$ cat src/rtl/int_rx_param_if.sv
// Bus between int_rx_param, its RX FIFO and the ALU handler.
// master = the receiver (int_rx_param); slave = the FIFO/ALU side.
interface int_rx_param_if #(
    parameter int DATA_W = 8
);
    // Handshake: FIFO_empty=0 means data_in is valid; RD_FIFO is the ready/pop.
    // A byte transfers on the rising edge where FIFO_empty=0 and RD_FIFO=1.
    // On the ALU side each non-zero SEL cycle is one transfer of data_out.
    logic              FIFO_empty;
    logic [7:0]        data_in;
    logic              RD_FIFO;
    logic [DATA_W-1:0] data_out;
    logic [2:0]        SEL;
    logic              DONE;

    modport master (
        input  FIFO_empty,
        input  data_in,
        output RD_FIFO,
        output data_out,
        output SEL,
        output DONE
    );

    modport slave (
        output FIFO_empty,
        output data_in,
        input  RD_FIFO,
        input  data_out,
        input  SEL,
        input  DONE
    );
endinterface

$ cat src/rtl/int_rx_param.sv
// Frame receiver: pops A, B (DATA_W each, little-endian), opcode, terminator, then loads the ALU.
// Optional inter-byte timeout is built when INT_RX_TIMEOUT_EN is defined.
module int_rx_param #(
    parameter int         DATA_W      = 8,
    parameter logic [7:0] TERM        = 8'h0D,
    parameter int         TIMEOUT_CYC = 100000
) (
    input  logic              CLK,
    input  logic              RESET,
    int_rx_param_if.master    bus,
    output logic [2:0]        STATE,
    output logic [DATA_W-1:0] DATOA,
    output logic [DATA_W-1:0] DATOB,
    output logic [7:0]        OP,
    output logic              ERR
);
    localparam int NB = DATA_W / 8;
    localparam int KW = (NB > 1) ? $clog2(NB) : 1;

    typedef enum logic [2:0] {
        RX_A    = 3'd0,
        RX_B    = 3'd1,
        RX_OP   = 3'd2,
        RX_TERM = 3'd3,
        LD_A    = 3'd4,
        LD_B    = 3'd5,
        LD_OP   = 3'd6,
        FIN     = 3'd7
    } state_t;

    if (DATA_W % 8 != 0 || DATA_W < 8 || DATA_W > 32 || TIMEOUT_CYC < 2) begin : g_param_check
        $error("int_rx_param: illegal DATA_W or TIMEOUT_CYC");
    end

    state_t        state, state_nx;
    logic [KW-1:0] k, k_nx;
    logic          in_rx, pop, last_byte, drop;

    assign in_rx  = (state == RX_A) || (state == RX_B) || (state == RX_OP) || (state == RX_TERM);
    assign pop    = in_rx && !bus.FIFO_empty && RESET;
    assign bus.RD_FIFO = pop;
    assign STATE  = state;
    assign last_byte = (k == KW'(NB - 1));

`ifdef INT_RX_TIMEOUT_EN
    localparam int TW = $clog2(TIMEOUT_CYC);
    logic [TW-1:0] tcnt, tcnt_inc;
    logic          in_frame, tmo_hit;

    // A frame is in progress once any byte of it has been popped.
    assign in_frame = in_rx && ((k != '0) || (state != RX_A));
    assign tcnt_inc = tcnt + TW'(1);
    assign tmo_hit  = in_frame && !pop && (tcnt_inc == TW'(TIMEOUT_CYC - 1));

    always_ff @(posedge CLK) begin
        if (!RESET)
            tcnt <= '0;
        else if (pop || tmo_hit || (state != RX_A && state_nx == RX_A))
            tcnt <= '0;
        else if (in_frame)
            tcnt <= tcnt_inc;
    end
`endif

    always_comb begin
        state_nx = state;
        k_nx     = k;
        drop     = 1'b0;
        case (state)
            RX_A: if (pop) begin
                if (last_byte) begin
                    k_nx     = '0;
                    state_nx = RX_B;
                end else begin
                    k_nx = k + 1'b1;
                end
            end
            RX_B: if (pop) begin
                if (last_byte) begin
                    k_nx     = '0;
                    state_nx = RX_OP;
                end else begin
                    k_nx = k + 1'b1;
                end
            end
            RX_OP:   if (pop) state_nx = RX_TERM;
            RX_TERM: if (pop) begin
                if (bus.data_in == TERM) begin
                    state_nx = LD_A;
                end else begin
                    drop     = 1'b1;
                    k_nx     = '0;
                    state_nx = RX_A;
                end
            end
            LD_A:    state_nx = LD_B;
            LD_B:    state_nx = LD_OP;
            LD_OP:   state_nx = FIN;
            FIN:     state_nx = RX_A;
            default: state_nx = RX_A;
        endcase
`ifdef INT_RX_TIMEOUT_EN
        if (tmo_hit) begin
            drop     = 1'b1;
            k_nx     = '0;
            state_nx = RX_A;
        end
`endif
    end

    always_ff @(posedge CLK) begin
        if (!RESET) begin
            state        <= RX_A;
            k            <= '0;
            DATOA        <= '0;
            DATOB        <= '0;
            OP           <= '0;
            bus.data_out <= '0;
            bus.SEL      <= '0;
            bus.DONE     <= 1'b0;
            ERR          <= 1'b0;
        end else begin
            state    <= state_nx;
            k        <= k_nx;
            ERR      <= drop;
            bus.DONE <= (state_nx == FIN);
            // Load strobes are registered off the next state so SEL and data_out move together.
            case (state_nx)
                LD_A: begin
                    bus.SEL      <= 3'b001;
                    bus.data_out <= DATOA;
                end
                LD_B: begin
                    bus.SEL      <= 3'b010;
                    bus.data_out <= DATOB;
                end
                LD_OP: begin
                    bus.SEL      <= 3'b100;
                    bus.data_out <= DATA_W'(OP);
                end
                default: begin
                    bus.SEL      <= 3'b000;
                    bus.data_out <= '0;
                end
            endcase
            if (pop) begin
                case (state)
                    RX_A:
                        for (int i = 0; i < NB; i++)
                            if (k == KW'(i)) DATOA[8*i +: 8] <= bus.data_in;
                    RX_B:
                        for (int i = 0; i < NB; i++)
                            if (k == KW'(i)) DATOB[8*i +: 8] <= bus.data_in;
                    RX_OP:   OP <= bus.data_in;
                    default: ;
                endcase
            end
        end
    end
endmodule
$ cat src/flat_wrapper.sv
// flat-port wrapper written by rule: the top's interface ports become plain ports
module int_rx_param_flat 
#(
    parameter int         DATA_W      = 8,
    parameter logic [7:0] TERM        = 8'h0D,
    parameter int         TIMEOUT_CYC = 100000
)
  (CLK, RESET, STATE, DATOA, DATOB, OP, ERR, bus_FIFO_empty, bus_data_in, bus_RD_FIFO, bus_data_out, bus_SEL, bus_DONE);
  int_rx_param_if #(.DATA_W(DATA_W)) bus_i ();
  input  logic CLK;
  input  logic RESET;
  output logic [2:0] STATE;
  output logic [DATA_W-1:0] DATOA;
  output logic [DATA_W-1:0] DATOB;
  output logic [7:0] OP;
  output logic ERR;
  input wire logic [$bits(bus_i.FIFO_empty)-1:0] bus_FIFO_empty;
  input wire logic [$bits(bus_i.data_in)-1:0] bus_data_in;
  output wire logic [$bits(bus_i.RD_FIFO)-1:0] bus_RD_FIFO;
  output wire logic [$bits(bus_i.data_out)-1:0] bus_data_out;
  output wire logic [$bits(bus_i.SEL)-1:0] bus_SEL;
  output wire logic [$bits(bus_i.DONE)-1:0] bus_DONE;
  assign bus_i.FIFO_empty = bus_FIFO_empty;
  assign bus_i.data_in = bus_data_in;
  assign bus_RD_FIFO = bus_i.RD_FIFO;
  assign bus_data_out = bus_i.data_out;
  assign bus_SEL = bus_i.SEL;
  assign bus_DONE = bus_i.DONE;
  int_rx_param #(.DATA_W(DATA_W), .TERM(TERM), .TIMEOUT_CYC(TIMEOUT_CYC)) u_core (.CLK(CLK), .RESET(RESET), .bus(bus_i), .STATE(STATE), .DATOA(DATOA), .DATOB(DATOB), .OP(OP), .ERR(ERR));
endmodule
$ cat config.mk
export PLATFORM = sky130hd
export DESIGN_NAME = int_rx_param_flat
export DESIGN_NICKNAME = d
export VERILOG_FILES = /design/src/rtl/int_rx_param_if.sv /design/src/rtl/int_rx_param.sv /design/src/flat_wrapper.sv
export SDC_FILE = /design/constraint.sdc
export NUM_CORES = 1
export LEC_CHECK = 0
export CORE_MARGIN = 4
export CORE_UTILIZATION = 40
export DETAILED_ROUTE_END_ITERATION = 8
export GPL_TIMING_DRIVEN = 0
export PLACE_DENSITY_LB_ADDON = 0.1
export SLEW_MARGIN = 40
export SYNTH_ARGS = -nofsm -noshare
export SYNTH_HDL_FRONTEND = slang
export SYNTH_SLANG_ARGS = --single-unit
$ cat constraint.sdc
create_clock -name CLK -period 4.5 [get_ports CLK]
set_clock_uncertainty 0.05 [all_clocks]
set_input_delay 0.9 -clock CLK [delete_from_list [all_inputs] [get_ports CLK]]
set_output_delay 0.9 -clock CLK [all_outputs]
set_load 0.02 [all_outputs]
* After elaboration in Yosys (flattened, before gate mapping) *
Index checks and enable logic that the tools add are counted.

cells by class
  mux-type cells = 16
  bitwise gates (word level) = 1
  add/subtract/negate cells = 1
  equal/unequal tests = 15
  reduce and logical (&&, ||, !) cells = 14

operators by type and width
  cell                   count
  $eq A3 B3 Y1 const B   8
  $pmux W3 S8            1
  $pmux W8 S3            1
  $mux W3                7
  $pmux W3 S3            1
  $reduce_and A3 Y1      3
  $eq A8 B4 Y1 const B   1
  $eq A3 B2 Y1 const B   2
  $mux W1                5
  $ne A2 B2 Y1 const B   2
  $reduce_and A4 Y1      1
  $eq A3 B1 Y1 const B   1
  $logic_not A3 Y1       1
  $logic_or A1 B1 Y1     3
  $logic_and A1 B1 Y1    2
  $ne A2 B1 Y1 const B   1
  $pmux W1 S2            1
  $reduce_and A2 Y1      1
  $reduce_bool A2 Y1     1
  $reduce_or A2 Y1       1
  $add A1 B1 Y1 const B  1
  $logic_not A1 Y1       1
  $not A1 Y1             1

word-level totals
  output and inout port bits = 41
  register bits after elaboration = 41
  word-level logic and storage cells = 56
  input bits = 11

* Logic depth before layout (Yosys ltp) *
  word-level depth = 10
  gate-level depth with buffers = 6
  gate-level depth less buffers = 4

* Worst setup path before layout *
No wires, ideal clock.

  path type = input to output
  start = input RESET
  end = output bus_RD_FIFO
  path buffers = 2
  setup slack = 1.882 ns
  required time = 3.550 ns
  stages = 4
  arrival time = 1.668 ns
  cells stage by stage = buf_4 -> or3b_4 -> inv_2 -> buf_4

on the way
  longest elaborated chain between the ends = 1

ends and longest elaborated chain
  element              line                source
  start: declaration   flat_wrapper.sv:11  input logic RESET;
  $logic_and A1 B1 Y1  int_rx_param.sv:40  assign pop = in_rx && !bus.FIFO_empty && RESET;
  end: declaration     flat_wrapper.sv:19  output wire logic [$bits(bus_i.RD_FIFO)-1:0] bus_RD_FIFO;

Every way passes these cells.

* Final worst setup path *
  start = input bus_FIFO_empty
  end = output bus_RD_FIFO

on the way
  longest elaborated chain between the ends = 3

ends and longest elaborated chain
  element                           line                source
  start: declaration                flat_wrapper.sv:17  input wire logic [$bits(bus_i.FIFO_empty)-1:0] bus_FIFO_empty;
  $logic_not A1 Y1                  int_rx_param.sv:40
  $logic_and A1 B1 Y1 (2 in a row)  int_rx_param.sv:40

Every way passes these cells.

==> impl_summary.txt <==
----------------------------------------------------
[Synth]
  Warnings, synthesis ... 0
  Cells after synthesis ... 180
  FF+latch count, synth ... 40
  Synth top area share ... 48.6%
  Count of cell types in the netlist ... 34
  Count of flip-flops with a built-in enable after synthesis ... 0
  Commonest register cell after synthesis ... dfxtp_1
  Sequential-to-total area share from yosys stat ... 48.6%
  Avg Synthesized Cell Area ... 9.15 um^2
  Area contributors post-synth ... dfxtp_1 (49%), nand3_1 (7.3%), nand2_1 (3.4%)
  Library cell occupying the most area in the post-synthesis netlist ... dfxtp_1
  Net Count, Synth ... 191
  Async set-reset flop share out of synthesis ... 0%
  Synth Cell Area ... 1650 um^2

[Floorplan]
  Die area ... 5210 um^2
  Count of standard-cell rows ... 23
  Floorplan die height ... 72.2 um
  Area of the placeable core ... 4000 um^2
  Width of the die ... 72.2 um
  Effective utilization at floorplan ... 41.2%
  Number of top-level design ports ... 52

[Route]
  DRT Wirelength ... 4840 um
  Starting DRT DRC Count ... 78
  Post-route DRC violation count ... 0
  Total vias in the final route ... 1605
  Wire per inst ... 16.8 um
  Average vias per placed instance ... 5.59
  Antenna-violating nets left ... 0
  Drt first pass iters ... 4

[Critical path]
  Setup slack, reg-to-reg ... 2.86 ns
  Critical path arrival ... 2.78 ns
  Path type of the worst setup path ... in2out
  Critical path capture point type ... output pin
  Maximum fanout along the worst path ... 10
  Worst setup SP type ... input pin
  Data required, critical path ... 3.55 ns

[Cells and area]
  Fraction of layout cells with a size suffix above 1 ... 10.5%
  # fillers ... 362
  Final Core Density ... 57.2%
  Final instance area ... 2290 um^2
  Antenna fix cells ... 0
  Number of non-filler instances in the completed layout ... 287
  Signed area change from the synthesized netlist to the final layout ... 38.9%
  # nets final ... 248

[Timing]
  Slew Limit Fails ... 0
  Final number of hold-violating endpoints ... 0
  Setup_tns ... 0 ns
  Unrepaired setup endpoints after global routing ... false
  Achievable frequency ... 0.268 GHz
  Worst-case headroom to the max-slew limit ... 53.9%
  Final worst path period share ... 82.8%
  Slew at the pin with the worst max-slew slack ... 0.690 ns
  Final setup margin ... 0.772 ns
  Final Critical Period ... 3.73 ns
  Fin Hold WS ... 0.418 ns
  Number of setup violations in the final report ... 0

[Global routing]
  Number of global-route vias before repair ... 1569
  Number of antenna violations at the first check in global routing ... 0
  Pin count of the biggest net entering global routing ... 12
  Sum of overflow across all layers after global routing ... 0
  First-pass GRT wire length ... 7980 um
  Gr usage total ... 19.6%

[CTS]
  Buffer cell driving the clock tree root ... clkbuf_8
  Post-cts repair resize count ... 0
  Deepest clock path buffer count ... 2
  Number of setup buffers added after CTS ... 0
  Clock sink total ... 40
  Clock tree from TritonCTS ... done
  Clk slew on worst S/H paths ... 0.07 ns
  Number of buffers added by the clock tree synthesis step ... 5
  Worst-skew pair later-pin latency ... 0.29 ns
  Depth of the CTS H-tree ... 2
  Post-cts hold buffer count ... 0

[Placed design]
  Number of placed instances with taps included ... 280
  GP Congestion ... 0.844
  Dpl ws ... 0.774 ns
  Number of input and output port buffers inserted ... 50
  Placed instance area ... 2210 um^2
  HPWL Detailed ... 3430 um

[Power]
  P_leak ... 0.813 nW
  Internal power contribution ... 0.524 mW
  Clock power share ... 31.1%
  Fraction of power spent switching nets ... 28.0%
  Combinational fraction of design power ... 17.2%
  Net load switching power ... 0.204 mW
  Overall power of the completed layout ... 0.728 mW
  Highest ir drop seen on vdd ... 0.176 mV
  Total power density per cell area ... 318 nW/um^2
  Flop pwr share ... 51.7%

[Min path]
  Class of the tightest hold or removal check ... reg2reg

[Run status]
  Status ... finished clean

[Flow run]
  Number of violations of the max-capacitance limit ... 0

----------------------------------------------------
[sequential cells by signal, summed over array words and instances (netlist names)]
signal               cells
u_core.DATOA             8
u_core.DATOB             8
u_core.ERR               1
u_core.OP                8
u_core.STATE             3
u_core.bus.DONE          1
u_core.bus.SEL           3
u_core.bus.data_out      8
[worst paths after layout]
check | startpoint | endpoint | depth (start not counted)
worst max-delay path | bus_FIFO_empty | bus_RD_FIFO | 5
worst min-delay path | u_core.DATOB[3] | u_core.DATOB[3] | 2
worst max register to register | u_core.STATE[2] | u_core.DATOA[1] | 4
worst min register to register | u_core.DATOB[3] | u_core.DATOB[3] | 2
[cell type report]
type	instances	area (um^2)	area share, %
buffer	12	66.3	2.90
clock buffer	6	72.6	3.17
clock inverter	1	5.00	0.219
inverter	9	33.8	1.48
multi-input combinational	119	746	32.6
sequential	40	801	35.0
tap	50	62.6	2.74
timing repair buffer	50	500	21.9
[power groups by stage]
stage	clock network (mW)	logic [mW]	registers [mW]
after detailed placement	0	0.125	0.384
after CTS	0.230	0.125	0.376
after global routing	0.247	0.134	0.378
after floorplan	0	0.0551	0.398
after global placement	0	0.123	0.383
final	0.226	0.125	0.376
[cell families after synthesis]
group / synth area share, %
simple gates: 24.5
compound gates: 15.2
flops: 48.6
buf+inv: 6.08
mux: 5.09
xor+xnor: 0.532
[critical path, cell delays in order]
cell,delay (ns)
clkdlybuf4s50_1,0.51
or3b_4,0.45
inv_2,0.11
buf_4,0.19
clkdlybuf4s50_1,0.62
[cells in the final DEF (no fill, tap or decap), types with 7 or more instances in the layout]
cell type and n:
a21oi_1 11, clkdlybuf4s50_1 50, o21ai_1 11, nand3_1 24, dfxtp_1 40, inv_1 7
o21ai_0 9, nand2_1 15
[synthesized netlist by cell type (all sizes together), types with 3 or more instances]
library cell	instances
mux2	3
nand2	15
o22ai	5
nand3	24
nor2	3
and3	4
nand4	5
a21oi	11
mux2i	5
inv	8
a221oi	3
dfxtp	40
nor2b	3
o21ai	20
buf	10
o31ai	5
[per-layer routing]
metal	global-route usage [%]	routed length, um	vias to the layer above	part of all wire (%)
met5	0	0	-	0
met4	5.43	55	0	1.1
met3	5.40	338	5	7.0
met2	30.2	2270	68	47
met1	27.0	2170	776	45
li1	-	-	756	-
Note: power is estimated with default switching activity, not from simulation.
